[config.mk]
export PLATFORM = sky130hd
export DESIGN_NAME = alu_matrix_operand_loader_flat
export DESIGN_NICKNAME = d
export VERILOG_FILES = /design/src/rtl/alu_matrix_operand_loader_pkg.sv /design/src/rtl/alu_matrix_operand_loader_if.sv /design/src/rtl/alu_matrix_operand_loader_index_counter.sv /design/src/rtl/alu_matrix_operand_loader.sv /design/src/flat_wrapper.sv
export SDC_FILE = /design/constraint.sdc
export NUM_CORES = 1
export LEC_CHECK = 0
export ABC_CLOCK_PERIOD_IN_PS = 8600
export CAP_MARGIN = 20
export CORE_MARGIN = 2
export CORE_UTILIZATION = 53
export CTS_CLUSTER_DIAMETER = 200
export CTS_CLUSTER_SIZE = 28
export DETAILED_ROUTE_END_ITERATION = 6
export GPL_TIMING_DRIVEN = 0
export PLACE_DENSITY = 0.95
export SETUP_SLACK_MARGIN = 0.1
export SYNTH_ARGS = -nofsm -noshare
export SYNTH_HDL_FRONTEND = slang
export SYNTH_HIERARCHICAL = 1
export SYNTH_SLANG_ARGS = --single-unit
[constraint.sdc]
create_clock -name clk -period 8.6 [get_ports clk]
set_input_delay 0.86 -clock clk [delete_from_list [all_inputs] [get_ports clk]]
set_output_delay 0.86 -clock clk [all_outputs]
set_load 0.005 [all_outputs]
[src/rtl/alu_matrix_operand_loader_pkg.sv]
// alu_matrix_pkg: shared definitions for the matrix operand loader.
//   DIM    - maximum matrix dimension (5)
//   W      - element width in bits (8)
//   FLAT_W - width of one flat operand bus (DIM*DIM*W)
//   state_t - loader FSM encoding (IDLE, LOAD_A, LOAD_B, HOLD)
//   elem_lsb(i,j) - bit offset of element (i,j) inside a flat bus
package alu_matrix_pkg;
    localparam int DIM    = 5;
    localparam int W      = 8;
    localparam int FLAT_W = DIM * DIM * W;
    localparam int IDX_W  = $clog2(FLAT_W);
    localparam int CNT_W  = 3;

    typedef enum logic [1:0] {
        ST_IDLE   = 2'd0,
        ST_LOAD_A = 2'd1,
        ST_LOAD_B = 2'd2,
        ST_HOLD   = 2'd3
    } state_t;

    function automatic logic [IDX_W-1:0] elem_lsb(input logic [CNT_W-1:0] i,
                                                  input logic [CNT_W-1:0] j);
        return IDX_W'((int'(i) * DIM + int'(j)) * W);
    endfunction
endpackage

[src/rtl/alu_matrix_operand_loader_if.sv]
// alu_matrix_operand_loader_if: byte stream in, flat operands out.
//   in_data/in_valid/in_ready : element stream. A beat happens on a cycle where
//       in_valid && in_ready; in_ready depends only on loader state, never on
//       in_valid, and in_data must be stable while in_valid is high.
//   a_flat/b_flat/op_valid/op_ack : operand hand-off. While op_valid is high the
//       buses are constant; a one-cycle op_ack releases them.
//   modport master : producer/consumer side (drives stream, ack)
//   modport slave  : loader side
interface alu_matrix_operand_loader_if;
    import alu_matrix_pkg::*;

    logic [W-1:0]      in_data;
    logic              in_valid;
    logic              in_ready;
    logic [FLAT_W-1:0] a_flat;
    logic [FLAT_W-1:0] b_flat;
    logic              op_valid;
    logic              op_ack;

    modport master (
        output in_data, in_valid, op_ack,
        input  in_ready, a_flat, b_flat, op_valid
    );

    modport slave (
        input  in_data, in_valid, op_ack,
        output in_ready, a_flat, b_flat, op_valid
    );
endinterface

[src/rtl/alu_matrix_operand_loader_index_counter.sv]
// matrix_index_counter: row/col position within an N x N matrix.
//   clk, rst   : clock, synchronous active-high reset
//   i_clear    : return to (0,0)
//   i_step     : advance one element
//   i_swap     : 0 = column-fastest (row-major), 1 = row-fastest (column-major)
//   i_n_lat    : active dimension N (1..DIM)
//   o_row/o_col: current position
//   o_last     : current position is (N-1,N-1); stepping here wraps to (0,0)
module matrix_index_counter
    import alu_matrix_pkg::*;
(
    input  logic             clk,
    input  logic             rst,
    input  logic             i_clear,
    input  logic             i_step,
    input  logic             i_swap,
    input  logic [CNT_W-1:0] i_n_lat,
    output logic [CNT_W-1:0] o_row,
    output logic [CNT_W-1:0] o_col,
    output logic             o_last
);
    logic [CNT_W-1:0] r_row;
    logic [CNT_W-1:0] r_col;
    logic [CNT_W-1:0] w_max;
    logic             w_row_end;
    logic             w_col_end;

    assign w_max     = i_n_lat - CNT_W'(1);
    assign w_row_end = (r_row == w_max);
    assign w_col_end = (r_col == w_max);
    assign o_last    = w_row_end && w_col_end;
    assign o_row     = r_row;
    assign o_col     = r_col;

    always_ff @(posedge clk) begin
        if (rst || i_clear) begin
            r_row <= '0;
            r_col <= '0;
        end else if (i_step) begin
            if (o_last) begin
                // Wrap so the next matrix starts at (0,0) without a bubble.
                r_row <= '0;
                r_col <= '0;
            end else if (i_swap) begin
                if (w_row_end) begin
                    r_row <= '0;
                    r_col <= r_col + CNT_W'(1);
                end else begin
                    r_row <= r_row + CNT_W'(1);
                end
            end else begin
                if (w_col_end) begin
                    r_col <= '0;
                    r_row <= r_row + CNT_W'(1);
                end else begin
                    r_col <= r_col + CNT_W'(1);
                end
            end
        end
    end
endmodule

[src/rtl/alu_matrix_operand_loader.sv]
// alu_matrix_operand_loader: packs a byte-serial stream (A then B, N*N each)
// into two flat DIM x DIM operand buses, zero-padded outside N x N, and holds
// them under op_valid until op_ack.
//   clk, rst  : clock, synchronous active-high reset
//   start     : load command, honoured only in IDLE
//   size      : N, sampled on accepted start; 0 or >DIM loads DIM and flags size_err
//   busy      : loader not idle
//   size_err  : one-cycle pulse after a start with an illegal size
//   dbg_state : current FSM state
//   bus       : stream + operand interface (slave modport)
// Build option: MATRIX_LOADER_TRANSPOSE_B_EN makes the B stream column-major.
module alu_matrix_operand_loader
    import alu_matrix_pkg::*;
(
    input  logic                         clk,
    input  logic                         rst,
    input  logic                         start,
    input  logic [2:0]                   size,
    output logic                         busy,
    output logic                         size_err,
    output state_t                       dbg_state,
    alu_matrix_operand_loader_if.slave   bus
);
    state_t            r_state;
    state_t            w_state_next;
    logic [CNT_W-1:0]  r_n_lat;
    logic [FLAT_W-1:0] r_a_flat;
    logic [FLAT_W-1:0] r_b_flat;
    logic              r_size_err;

    logic              w_in_ready;
    logic              w_beat;
    logic              w_start_ok;
    logic              w_size_bad;
    logic              w_swap;
    logic [CNT_W-1:0]  w_row;
    logic [CNT_W-1:0]  w_col;
    logic              w_last;
    logic [IDX_W-1:0]  w_lsb;

    assign w_in_ready = (r_state == ST_LOAD_A) || (r_state == ST_LOAD_B);
    assign w_beat     = bus.in_valid && w_in_ready;
    assign w_start_ok = (r_state == ST_IDLE) && start;
    assign w_size_bad = (size == 3'd0) || (size > 3'(DIM));
    assign w_lsb      = elem_lsb(w_row, w_col);

`ifdef MATRIX_LOADER_TRANSPOSE_B_EN
    assign w_swap = (r_state == ST_LOAD_B);
`else
    assign w_swap = 1'b0;
`endif

    matrix_index_counter u_idx (
        .clk     (clk),
        .rst     (rst),
        .i_clear (w_start_ok),
        .i_step  (w_beat),
        .i_swap  (w_swap),
        .i_n_lat (r_n_lat),
        .o_row   (w_row),
        .o_col   (w_col),
        .o_last  (w_last)
    );

    always_comb begin
        w_state_next = r_state;
        case (r_state)
            ST_IDLE:   if (start)            w_state_next = ST_LOAD_A;
            ST_LOAD_A: if (w_beat && w_last) w_state_next = ST_LOAD_B;
            ST_LOAD_B: if (w_beat && w_last) w_state_next = ST_HOLD;
            // A start coinciding with op_ack is dropped: IDLE only listens
            // to start once it has been entered.
            ST_HOLD:   if (bus.op_ack)       w_state_next = ST_IDLE;
            default:                         w_state_next = ST_IDLE;
        endcase
    end

    always_ff @(posedge clk) begin
        if (rst) begin
            r_state    <= ST_IDLE;
            r_n_lat    <= CNT_W'(DIM);
            r_a_flat   <= '0;
            r_b_flat   <= '0;
            r_size_err <= 1'b0;
        end else begin
            r_state    <= w_state_next;
            r_size_err <= w_start_ok && w_size_bad;
            if (w_start_ok) begin
                r_a_flat <= '0;
                r_b_flat <= '0;
                r_n_lat  <= w_size_bad ? CNT_W'(DIM) : size;
            end
            if (w_beat && (r_state == ST_LOAD_A)) begin
                r_a_flat[w_lsb +: W] <= bus.in_data;
            end
            if (w_beat && (r_state == ST_LOAD_B)) begin
                r_b_flat[w_lsb +: W] <= bus.in_data;
            end
        end
    end

    assign bus.in_ready = w_in_ready;
    assign bus.a_flat   = r_a_flat;
    assign bus.b_flat   = r_b_flat;
    assign bus.op_valid = (r_state == ST_HOLD);
    assign busy         = (r_state != ST_IDLE);
    assign size_err     = r_size_err;
    assign dbg_state    = r_state;
endmodule
[src/flat_wrapper.sv]
// flat-port wrapper written by rule: the top's interface ports become plain ports
module alu_matrix_operand_loader_flat import alu_matrix_pkg::*;
  (clk, rst, start, size, busy, size_err, dbg_state, bus_in_data, bus_in_valid, bus_op_ack, bus_in_ready, bus_a_flat, bus_b_flat, bus_op_valid);
  alu_matrix_operand_loader_if bus_i ();
  input  logic clk;
  input  logic rst;
  input  logic start;
  input  logic [2:0] size;
  output logic busy;
  output logic size_err;
  output state_t dbg_state;
  input wire logic [$bits(bus_i.in_data)-1:0] bus_in_data;
  input wire logic [$bits(bus_i.in_valid)-1:0] bus_in_valid;
  input wire logic [$bits(bus_i.op_ack)-1:0] bus_op_ack;
  output wire logic [$bits(bus_i.in_ready)-1:0] bus_in_ready;
  output wire logic [$bits(bus_i.a_flat)-1:0] bus_a_flat;
  output wire logic [$bits(bus_i.b_flat)-1:0] bus_b_flat;
  output wire logic [$bits(bus_i.op_valid)-1:0] bus_op_valid;
  assign bus_i.in_data = bus_in_data;
  assign bus_i.in_valid = bus_in_valid;
  assign bus_i.op_ack = bus_op_ack;
  assign bus_in_ready = bus_i.in_ready;
  assign bus_a_flat = bus_i.a_flat;
  assign bus_b_flat = bus_i.b_flat;
  assign bus_op_valid = bus_i.op_valid;
  alu_matrix_operand_loader u_core (.clk(clk), .rst(rst), .start(start), .size(size), .busy(busy), .size_err(size_err), .dbg_state(dbg_state), .bus(bus_i));
endmodule
# Yosys cells after proc, flatten, opt, wreduce, memory -nomap -nowiden
# Index checks and enable logic that the tools add are counted.
[op_classes]
n_shift = 2
mux = 18
add_sub_neg = 5
n_lt_le_gt_ge = 1
n_mul = 1
n_reduce_logical = 16
n_eq_ne = 9
[ops]
columns = ["op", "count"]
rows = [
  ["2-to-1 mux 200 bit", 6],
  ["bitwise mux 200 bit", 2],
  ["variable shift 8 x 10 -> 200 bit (first input constant)", 1],
  ["variable part select 8 x 10 -> 200 bit", 1],
  ["2-to-1 mux 3 bit", 5],
  ["negation 8 -> 10 bit", 1],
  ["2-to-1 mux 2 bit", 4],
  ["inequality test 2 bit (second input constant)", 4],
  ["one-hot mux 2 bit (4 select lines)", 1],
  ["logical AND 1 bit", 7],
  ["adder 3 x 1 -> 3 bit (second input constant)", 2],
  ["equality test 3 bit", 2],
  ["adder 5 x 4 -> 5 bit", 1],
  ["multiplier 3 x 3 -> 5 bit (second input constant)", 1],
  ["equality test 2 bit (second input constant)", 2],
  ["AND reduction 4 bit", 1],
  ["nonzero test 2 bit", 2],
  ["greater-than comparator 3 bit (second input constant)", 1],
  ["logical NOT 3 bit", 1],
  ["logical OR 1 bit", 3],
  ["subtractor 3 x 1 -> 3 bit (second input constant)", 1],
  ["equality test 2 x 1 -> 1 bit (second input constant)", 1],
  ["logical NOT 2 bit", 1],
  ["AND reduction 2 bit", 1],
]
[totals]
out_inout_bits = 406
word_cells = 59
ff_bits = 412

# Longest topological paths before layout
# Gate-level depths: netlist of run 1.
[depth]
word_depth = 6
depth_mapped = 12
ltp_nobuf = 9

# Modules after synthesis
# The synthesis of run 1 kept the hierarchy.
[by_module_without_submodules]
columns = ["mod", "seq_area_each_um2", "cells_each", "n_inst", "area_each_um2"]
rows = [
  ["alu_matrix_operand_loader", 8127.8, 1607, 1, 16045.4],
  ["matrix_index_counter", 120.1, 46, 1, 450.4],
]

# Worst setup path after synthesis of run 1
# OpenSTA, ideal clock, no wires.
[synth_path]
path_type = "register -> register"
start = "register u_core.u_idx.r_row[0], in the netlist u_core/u_idx/o_row[0]"
end = "register u_core.r_b_flat[56], in the netlist u_core/bus.b_flat[56]"
arrival_ns = 3.383
path_stages_with_launch = 11
path_slack_ns = 5.144
path_buffers = 2
path_cell_list = "dfxtp_1 ha_1 ha_1 fa_1 buf_2 nand2b_1 or2_2 xnor3_1 buf_2 nor3_2 mux2i_1"
[synth_via]
elab_chain_len = 6
[synth_lines]
columns = ["item", "line_no", "rtl"]
rows = [
  ["start, declared", "alu_matrix_operand_loader_index_counter.sv:22", "logic [CNT_W-1:0] r_row;"],
  ["start signal, assigned", "alu_matrix_operand_loader_index_counter.sv:49", "r_row <= r_row + CNT_W'(1);"],
  ["start signal, assigned", "alu_matrix_operand_loader_index_counter.sv:54", "r_row <= r_row + CNT_W'(1);"],
  ["multiplier 3 x 3 -> 5 bit *", "alu_matrix_operand_loader_pkg.sv:23", "return IDX_W'((int'(i) * DIM + int'(j)) * W);"],
  ["adder 5 x 4 -> 5 bit *", "alu_matrix_operand_loader_pkg.sv:23", ""],
  ["negation 8 -> 10 bit *", "alu_matrix_operand_loader.sv:97", "r_b_flat[w_lsb +: W] <= bus.in_data;"],
  ["variable part select 8 x 10 -> 200 bit or variable shift 8 x 10 -> 200 bit (tied branches)", "alu_matrix_operand_loader.sv:97", ""],
  ["bitwise mux 200 bit *", "alu_matrix_operand_loader.sv:97", ""],
  ["2-to-1 mux 200 bit *", "alu_matrix_operand_loader.sv:96", "if (w_beat && (r_state == ST_LOAD_B)) begin"],
  ["end signal, assigned by index", "alu_matrix_operand_loader.sv:97", ""],
  ["end, declared", "alu_matrix_operand_loader.sv:28", "logic [FLAT_W-1:0] r_b_flat;"],
]
# Every way passes the cells marked *; elsewhere a longest branch is shown, timed or not.
# A chain may end at the register's enable or synchronous reset.

# Worst setup path after layout of run 1
[layout_path]
start = "register u_core.u_idx.r_row[0], in the netlist u_core/u_idx/o_row[0]"
end = "register u_core.r_b_flat[181], in the netlist u_core/bus.b_flat[181]"
# The elaborated chain is that of the path after synthesis.

==> results of run 1 <==
## where the power goes
part	total (mW)	switching, mW	internal, mW
registers	1.94	0.0175	1.92
clock network	0.994	0.593	0.401
logic	0.775	0.569	0.207
## cell type report
class | instances | area (µm²)
fillers | 2156 | 8890
well taps | 396 | 495.5
clock buffers | 19 | 475.5
inverters | 9 | 33.78
flip-flops and latches | 412 | 8248
repair buffers | 422 | 4220
multi-input cells | 1135 | 7825
plain buffers | 98 | 392.9
clock inverters | 1 | 8.758
## cells by family after synthesis
logic type	share of synthesized area (%)
xor gates and xnor gates	1.130
buffers and inverters	2.586
and+or+nand+nor	17.73
other	0.02273
muxes	23.18
adders and majority gates	1.638
AOI/OAI and AO/OA	3.709
DFF	50.00
## cell usage in the layout (no fill, tap or decap), types with 3 or more instances in the layout
cell type,instances
o21ai_2,9
nor4_4,3
nor2b_1,10
nand3_1,57
mux2i_1,382
nand3_2,8
clkbuf_1,84
a31oi_1,7
nand2b_1,12
nor3_1,10
and3_1,9
nand2_1,442
clkdlybuf4s50_1,419
nand3b_1,11
a21oi_1,17
and2_1,10
o21ai_0,4
or3_1,3
ha_1,20
xnor2_1,6
nor3_2,5
nor2_1,27
inv_1,9
o211ai_1,12
a22o_1,4
clkbuf_16,19
nor3_4,5
dfxtp_1,412
nand4_1,5
nor3b_1,3
xnor3_1,4
buf_4,3
buf_2,10
xor2_1,5
a32o_1,4
## metrics by stage
stage | cell area, µm² | setup WS (ps) | power, mW | std cells | util (%)
2_1_floorplan | 16500 | 5144 | 2.459 | 1654 | -
3_3_place_gp | 21190 | 4328 | 2.707 | 2469 | 69.27
3_5_place_dp | 21200 | 4434 | 2.731 | 2471 | 69.32
4_1_cts | 21690 | 4395 | 3.693 | 2491 | 70.90
5_1_grt | 21700 | 4013 | 3.828 | 2492 | 70.94
6_report | 21700 | 4273 | 3.711 | 2492 | 70.94
## critical path, delay by kind of cell, from the launching register on
kind	cells	cell delay, ps
adders and majority gates	3	1030
xor gates and xnor gates	2	770
buffers and inverters	1	570
AOI/OAI and AO/OA	1	470
DFF	1	470
and+or+nand+nor	1	600
muxes	1	330
## sequential cells by signal, summed over array words and instances (netlist names)
name,count
u_core/u_idx/o_row,3
u_core/bus.b_flat,200
u_core/dbg_state,2
u_core/r_n_lat,3
u_core/size_err,1
u_core/bus.a_flat,200
u_core/u_idx/o_col,3
## routing by layer
layer  GRT usage (%)  share of wire, %  vias up
met5               0                 0        -
li1                -                 -     6488
met1           40.37                37     7028
met2           58.92                47      790
met3           8.994               9.1      248
met4           21.29               6.6        0
## worst max-delay path by stage
stage | from | endpoint | slack, ps | cells past startpoint
3_5_place_dp | u_core/u_idx/o_row[0]$_SDFFE_PP0P_ | u_core/bus.b_flat[181]$_SDFF_PP0_ | 4430 | 9
5_1_grt | u_core/u_idx/o_row[0]$_SDFFE_PP0P_ | u_core/bus.b_flat[177]$_SDFF_PP0_ | 4010 | 9
3_3_place_gp | u_core/u_idx/o_row[0]$_SDFFE_PP0P_ | u_core/bus.b_flat[107]$_SDFF_PP0_ | 4330 | 10
4_1_cts | u_core/u_idx/o_row[0]$_SDFFE_PP0P_ | u_core/bus.b_flat[182]$_SDFF_PP0_ | 4390 | 9
6_report | u_core/u_idx/o_row[0]$_SDFFE_PP0P_ | u_core/bus.b_flat[181]$_SDFF_PP0_ | 4270 | 9
2_1_floorplan | u_core/u_idx/o_row[0]$_SDFFE_PP0P_ | u_core/bus.b_flat[56]$_SDFF_PP0_ | 5140 | 10
==> results_dict.tcl, run 1 <==
set metrics [dict create \
    dieArea_um2 32550 \
    path_clk_slew_ps 110 \
    fmax_ghz 0.2311 \
    slew_viol_final 0 \
    r2r-end "u_core/bus.b_flat[181]$_SDFF_PP0_" \
    cp-start-kind "register" \
    yosysMostFrequentCell "nand2_1" \
    ff2ff_setup_slack_ps 4270 \
    rsz0062_at_grt "false" \
    initial_core_util_pct 53.93 \
    hold_viol_final 0 \
    hold_class "register to register" \
    status "complete, no violations" \
    ys_seq_elements 412 \
    cts_tree "yes" \
    crit_path_cell_trace "ha_1 -> ha_1 -> fa_1 -> xnor2_1 -> xnor2_1 -> o21ai_0 -> clkbuf_1 -> nand3_1 -> mux2i_1" \
    synth.area.top_cells "dfxtp_1 50%, mux2i_1 23%, nand2_1 10%, clkbuf_1 1.9%, nand3_1 1.7%" \
    async_flop_share_pct 0 \
    ir_drop_mv 0.1323 \
    power.leakage_nw 8.832 \
    insertion_delay_ps 540 \
    critPathRequiredTime_ps 9050 \
    ys_top_cells_by_count "442 x nand2_1, 412 x dfxtp_1, 382 x mux2i_1" \
    root_buffer "clkbuf_16" \
    grt_antenna_before_repair 0 \
    ys_seq_area_share_pct 50.00 \
    r2r_cells 9 \
    grt_max_degree 29 \
    num-nets-final 2133 \
    cts_made_buffers 18 \
    syn_inst 1653 \
    routed_wl_um 59270 \
    reg2reg_from "u_core/u_idx/o_row[0]$_SDFFE_PP0P_" \
    vias_per_cell 5.840 \
    area_growth_pct 31.55 \
    drive_gt1_share_pct 3.912 \
    place_congestion 0.9566 \
    synth_top_area_share_pct 50.00 \
    holdBufCountCts 0 \
    vias 14554 \
    p_per_area_nw_per_um2 171.0 \
    design.core.area_um2 30590 \
    synth_cell_type_count 66 \
    hpwl_um 44630 \
    maxCapViolations 0 \
    rows 64 \
    hold_ws_ps 466.4 \
    antennaDiodeCount 0 \
    postCtsSetupBuffers 0 \
    synth-main-ff-cell "dfxtp_1" \
    drt-pass1-iter-count 6 \
    die_y_um 180.4 \
    die_w_um 180.4 \
    yosysTopAreaCell "dfxtp_1" \
    period_share_pct 50.31 \
    avgRoutedWirePerCell_um 23.78 \
    cpPeakStageDelay_ps 600 \
    io_buffers 419 \
    arrival_ps 4780 \
    grt_pass1_wl_um 89160 \
    cts_htree_levels 1 \
    drt-initial-drc-count 1273 \
    cts.sinks 412 \
    gr-total-overflow 0 \
    yosysWarnings 6 \
    critPathKind "register to register" \
    slowest_stage "nand3_1" \
    cts_buffer_depth 3 \
    tightest_slew_ps 1062 \
    worstPathMaxFanout 10 \
    cts-resized-gates 0 \
    setup-tns-final_ps 0 \
    fin_skew_ps 15.08 \
    setup.worst_path.end_class "register" \
    relSlewSlack_pct 28.65 \
    syn-cell-area_um2 16500 \
    synth-edff-count 0 \
    first_global_vias 15255 \
    setup_violations 0 \
    period_minus_slack_ps 4327 \
    avgSynthCellArea_um2 9.979 \
    holdCritStartpoint "u_core/bus.a_flat[163]$_SDFF_PP0_" \
    worstHoldPathCells 2 \
    ant_nets 0 \
    hold_end "u_core/bus.a_flat[163]$_SDFF_PP0_" \
    grt_usage_pct 35.15 \
    io_pins 422 \
    drc_errors 0 \
]
No activity file was read; power rests on OpenSTA's default activity.
==> inputs of run 2 (changes only) <==
Settings changed: ABC_CLOCK_PERIOD_IN_PS 8600 to 4050, CORE_UTILIZATION 53 to 49, PLACE_DENSITY 0.95 to 0.9.
Clock period 8.6 ns to 4.05 ns, I/O delays scaled along.
==> run 2 against run 1 <==
Fmax grew 11%. Wire length down 0.31%. First-iteration DRC count fell by 27%. Non-clock buffer count grew 7. Sequential cell count unchanged. Core utilization fell by 5.1 points. Critical path type unchanged. Critical endpoint is now u_core/bus.b_flat[58]$_SDFF_PP0_.
==> results_dict.tcl, run 2 (same netlist as run 1, synthesis figures left out) <==
set metrics [dict create \
    status "complete, no violations" \
    ff2ff_setup_slack_ps 140 \
    drt-initial-drc-count 930 \
    cp-start-kind "register" \
    setup.worst_path.end_class "register" \
    fillers 2574 \
    crit_path_cell_trace "ha_1 -> ha_1 -> fa_1 -> buf_2 -> nand2b_1 -> or2_2 -> xnor3_1 -> clkbuf_4 -> nor3_4 -> mux2i_1" \
    die_y_um 187.5 \
    finalPower_mw 7.916 \
    cts_made_buffers 18 \
    cpPeakStageDelay_ps 570 \
    slew_viol_final 0 \
    startpoint "u_core/u_idx/o_row[2]$_SDFFE_PP0P_" \
    setup_violations 0 \
    cts_htree_levels 1 \
    dieArea_um2 35150 \
    crit_path_frequent_cell "ha_1" \
    cts.sinks 412 \
    final_cell_mix "437 x nand2_1, 419 x clkdlybuf4s50_1, 411 x dfxtp_1" \
    root_buffer "clkbuf_16" \
    placed_cell_area_um2 21270 \
    grt_usage_pct 32.23 \
    critPathRequiredTime_ps 4530 \
    setup-tns-final_ps 0 \
    vias 14469 \
    drt-pass1-iter-count 5 \
    initial_core_util_pct 49.44 \
    relSlewSlack_pct 26.44 \
    period_minus_slack_ps 3913 \
    p_per_area_nw_per_um2 360.1 \
    multi_input_area_um2 7919 \
    area_growth_pct 33.26 \
    worstPathMaxFanout 10 \
    power.leakage_nw 8.970 \
    tightest_slew_ps 1095 \
    holdBufCountCts 0 \
    endpoint "u_core/bus.b_flat[58]$_SDFF_PP0_" \
    ant_nets 0 \
    antennaDiodeCount 0 \
    critPathKind "register to register" \
    die_w_um 187.5 \
    maxCapViolations 0 \
    path_clk_slew_ps 110 \
    grt_antenna_before_repair 0 \
    path_buf_inv 2 \
    cts_tree "yes" \
    grt_pass1_wl_um 87840 \
    hpwl_um 44890 \
    io_pins 422 \
    first_global_vias 14996 \
    avgRoutedWirePerCell_um 23.16 \
    slowest_stage "nor3_4" \
    io_buffers 419 \
    r2r-end "u_core/bus.b_flat[58]$_SDFF_PP0_" \
    gr-total-overflow 0 \
    drc_errors 0 \
    place_ws_ps -98.66 \
    path_delay_family "simple AND/OR/NAND/NOR gates" \
    fmax_ghz 0.2556 \
    stdcell_count 2551 \
    fin_skew_ps 32.32 \
    period_share_pct 96.61 \
    regArea_um2 8249 \
    routed_wl_um 59090 \
    drive_gt1_share_pct 4.993 \
    worst-path-stages 10 \
    rows 67 \
    grt_max_degree 29 \
    r2r_cells 10 \
    cts_buffer_depth 3 \
    num-nets-final 2140 \
    arrival_ps 4390 \
    hold_viol_final 0 \
    rsz0062_at_grt "true" \
    hold_class "primary input to register" \
    final_common_cell "nand2_1" \
    dp.cells 2523 \
    vias_per_cell 5.672 \
    insertion_delay_ps 560 \
    reg2reg_from "u_core/u_idx/o_row[2]$_SDFFE_PP0P_" \
    design.core.area_um2 33360 \
    fin_area_um2 21980 \
    ir_drop_mv 0.3802 \
    setup_slack_ps 137.3 \
    place_congestion 0.9661 \
]
run 2: area by class of cell:
| type | instances | share of cell area (%) |
|---|---|---|
| Tap cell | 448 | 2.550 |
| Multi-Input combinational cell | 1135 | 36.02 |
| Inverter | 9 | 0.1537 |
| Buffer | 98 | 1.821 |
| Sequential cell | 412 | 37.53 |
| Clock inverter | 2 | 0.1138 |
| Timing Repair Buffer | 429 | 19.76 |
| Clock buffer | 18 | 2.049 |
run 2: how the worst min path moves through the flow:
stage                                       from                                 to  slack [ps]  depth (start not counted)
2_1_floorplan  u_core/bus.a_flat[136]$_SDFF_PP0_  u_core/bus.a_flat[136]$_SDFF_PP0_         450                          2
3_3_place_gp   u_core/bus.a_flat[197]$_SDFF_PP0_  u_core/bus.a_flat[197]$_SDFF_PP0_         440                          2
3_5_place_dp   u_core/bus.b_flat[196]$_SDFF_PP0_  u_core/bus.b_flat[196]$_SDFF_PP0_         450                          2
4_1_cts                           bus_in_data[0]  u_core/bus.b_flat[104]$_SDFF_PP0_         440                          3
5_1_grt                           bus_in_data[1]  u_core/bus.a_flat[105]$_SDFF_PP0_         460                          3
6_report                          bus_in_data[1]  u_core/bus.a_flat[105]$_SDFF_PP0_         460                          3
run 2: routing by layer:
layer	GRT usage [%]	share of wire, %	vias to the layer above	routed length [µm]
met5	0	0	-	0
met4	19.14	6.6	0	3875
met3	7.842	8.4	213	4940
met2	55.00	47	735	27970
met1	36.69	38	7030	22300
li1	-	-	6491	-
run 2: worst reg2reg max path: cells and delay by family, from the launching register on:
| family | cells | cell delay [ps] |
|---|---|---|
| flops | 1 | 480 |
| simple gates | 3 | 1210 |
| fa+ha+maj | 3 | 1050 |
| xor+xnor | 1 | 380 |
| buf+inv | 2 | 460 |
| mux | 1 | 270 |
run 2: where the power goes:
part	switching (mW)	internal, mW	total [mW]
clock	1.28	0.819	2.10
sequential	0.0363	4.09	4.12
combinational	1.24	0.448	1.69
run 2: repair_timing:
item | CTS | global route
setup endpoints to repair | 102 | 295
pin swaps | 0 | 10
buffers inserted | 0 | 8
gates resized for setup | 10 | 15
run 2: through the flow:
step	hold WS, ps	utilization, %
floorplan	451.1	-
global placement	440.7	63.70
detailed placement	446.5	63.75
CTS	442.6	65.33
global route	460.1	65.89
finish	462.7	65.89
==> inputs of run 3 (changes only) <==
Settings changed: CORE_MARGIN 2 to not set, CORE_UTILIZATION 49 to 40, PLACE_DENSITY 0.9 to 0.67.
==> run 3 against run 2 <==
Cell count is 3.4% higher. Worst setup slack better by 90 ps. Sequential cell count stayed put. Clock skew is 3.0 ps lower. Hold slack better by 1.0 ps. Combinational power hardly changed. Die area is 20% higher. Critical endpoint is now u_core/bus.a_flat[60]$_SDFF_PP0_. Non-clock buffer count is 2 higher.
==> results_dict.tcl, run 3 (same netlist as run 1, synthesis figures left out) <==
set metrics [dict create \
    drive_gt1_share_pct 5.131 \
    path_clk_slew_ps 110 \
    cts_buffer_depth 3 \
    grt_usage_pct 27.54 \
    die_y_um 205.1 \
    setup_slack_ps 227.0 \
    io_buffers 419 \
    p_sw_share_pct 32.35 \
    pwr-share-clk_pct 26.7 \
    dieArea_um2 42060 \
    area_growth_pct 34.27 \
    drt-pass1-iter-count 5 \
    ant_nets 0 \
    vias_per_cell 5.267 \
    vias 13889 \
    fin_area_um2 22150 \
    final_common_cell "nand2_1" \
    seqPwrFrac_pct 51.7 \
    r2r-end "u_core/bus.a_flat[60]$_SDFF_PP0_" \
    worstPathMaxFanout 10 \
    period_minus_slack_ps 3823 \
    cts_htree_levels 1 \
    finish.utilization_pct 54.37 \
    rows 74 \
    reg2reg_from "u_core/u_idx/o_row[2]$_SDFFE_PP0P_" \
    place_congestion 0.9247 \
    num-nets-final 2142 \
    insertion_delay_ps 540 \
    grt_antenna_before_repair 0 \
    fin_skew_ps 29.32 \
    cp-start-kind "register" \
    final_cell_mix "437 x nand2_1, 419 x clkdlybuf4s50_1, 412 x dfxtp_1" \
    root_buffer "clkbuf_16" \
    drc_errors 0 \
    switching_power_mw 2.577 \
    gr-total-overflow 0 \
    fmax_ghz 0.2616 \
    slew_viol_final 0 \
    cts.sinks 412 \
    hold_viol_final 0 \
    initial_core_util_pct 40.49 \
    hold_end "u_core/bus.a_flat[72]$_SDFF_PP0_" \
    p_per_area_nw_per_um2 359.7 \
    ff2ff_setup_slack_ps 230 \
    ir_drop_mv 0.3624 \
    placed_cell_area_um2 21380 \
    power.leakage_nw 9.010 \
    internal_power_mw 5.389 \
    routed_wl_um 59840 \
    critPathRequiredTime_ps 4500 \
    period_share_pct 94.40 \
    startpoint "u_core/u_idx/o_row[2]$_SDFFE_PP0P_" \
    r2r_cells 11 \
    first_global_vias 13769 \
    drt-initial-drc-count 828 \
    hold_class "register to register" \
    holdBufCountCts 0 \
    hpwl_um 45470 \
    cts_made_buffers 18 \
    finalPower_mw 7.966 \
    tightest_slew_ps 1054 \
    grt_max_degree 29 \
    critPathKind "register to register" \
    design.core.area_um2 40740 \
    setup_violations 0 \
    worstHoldPathCells 2 \
    setup.worst_path.end_class "register" \
    relSlewSlack_pct 29.13 \
    io_pins 422 \
    holdCritStartpoint "u_core/bus.a_flat[72]$_SDFF_PP0_" \
    pwr-share-comb_pct 21.5 \
    arrival_ps 4280 \
    antennaDiodeCount 0 \
    avgRoutedWirePerCell_um 22.69 \
    place_ws_ps -125.0 \
    grt_pass1_wl_um 86610 \
    setup-tns-final_ps 0 \
    rsz0062_at_grt "false" \
    maxCapViolations 0 \
    status "complete, no violations" \
    cts_tree "yes" \
    die_w_um 205.1 \
]
[run 3: power groups by stage]
stage / sequential (mW) / combinational, mW / clock, mW
2_1_floorplan: 4.21 / 1.01 / 0
3_3_place_gp: 4.21 / 1.59 / 0
3_5_place_dp: 4.21 / 1.63 / 0
4_1_cts: 4.12 / 1.65 / 2.19
5_1_grt: 4.13 / 1.83 / 2.32
6_report: 4.12 / 1.71 / 2.13
[run 3: metrics by stage]
stage | std cells | hold WS, ps
finish | 2637 | 463.7
global route | 2637 | 480.0
CTS | 2626 | 461.6
detailed placement | 2606 | 446.5
global placement | 2605 | 440.9
floorplan | 1654 | 451.1
[run 3: timing repair]
item / 4_1_cts / 5_1_grt
resized for setup: 4 / 27
endpoints found under the setup margin: 92 / 312
pin swaps: 1 / 9
setup buffers: 0 / 10
[run 3: how the worst max path moves through the flow]
stage | end | slack (ps) | depth (start not counted)
2_1_floorplan | u_core/bus.b_flat[56]$_SDFF_PP0_ | 590 | 10
3_3_place_gp | u_core/bus.a_flat[107]$_SDFF_PP0_ | -70 | 10
3_5_place_dp | u_core/bus.b_flat[183]$_SDFF_PP0_ | -120 | 9
4_1_cts | u_core/bus.b_flat[45]$_SDFF_PP0_ | 60 | 10
5_1_grt | u_core/bus.a_flat[63]$_SDFF_PP0_ | 100 | 11
6_report | u_core/bus.a_flat[60]$_SDFF_PP0_ | 230 | 11
[run 3: worst max-delay path, stage by stage, from the launching register on]
cell and delay (ps):
dfxtp_1 460, ha_1 280, ha_1 310, fa_1 490
buf_2 230, nand2b_1 270, nor2_4 100, xnor3_1 380
buf_2 410, and3_1 260, buf_2 290, mux2i_1 230
[run 3: cell type report]
| type | count | area [µm²] |
|---|---|---|
| timing repair buffer | 431 | 4384 |
| multi-input combinational | 1135 | 7929 |
| tap | 532 | 665.6 |
| clock inverter | 1 | 8.758 |
| inverter | 9 | 33.78 |
| buffer | 98 | 404.1 |
| clock buffer | 19 | 475.5 |
| sequential | 412 | 8248 |
| fill | 3633 | 18590 |
[run 3: layer usage]
layer / global-route usage, % / part of all wire [%] / vias up
met5: 0 / 0 / -
met4: 11.40 / 4.4 / 0
met3: 6.443 / 8.1 / 128
met2: 45.58 / 47 / 534
met1: 34.25 / 41 / 6709
li1: - / - / 6518
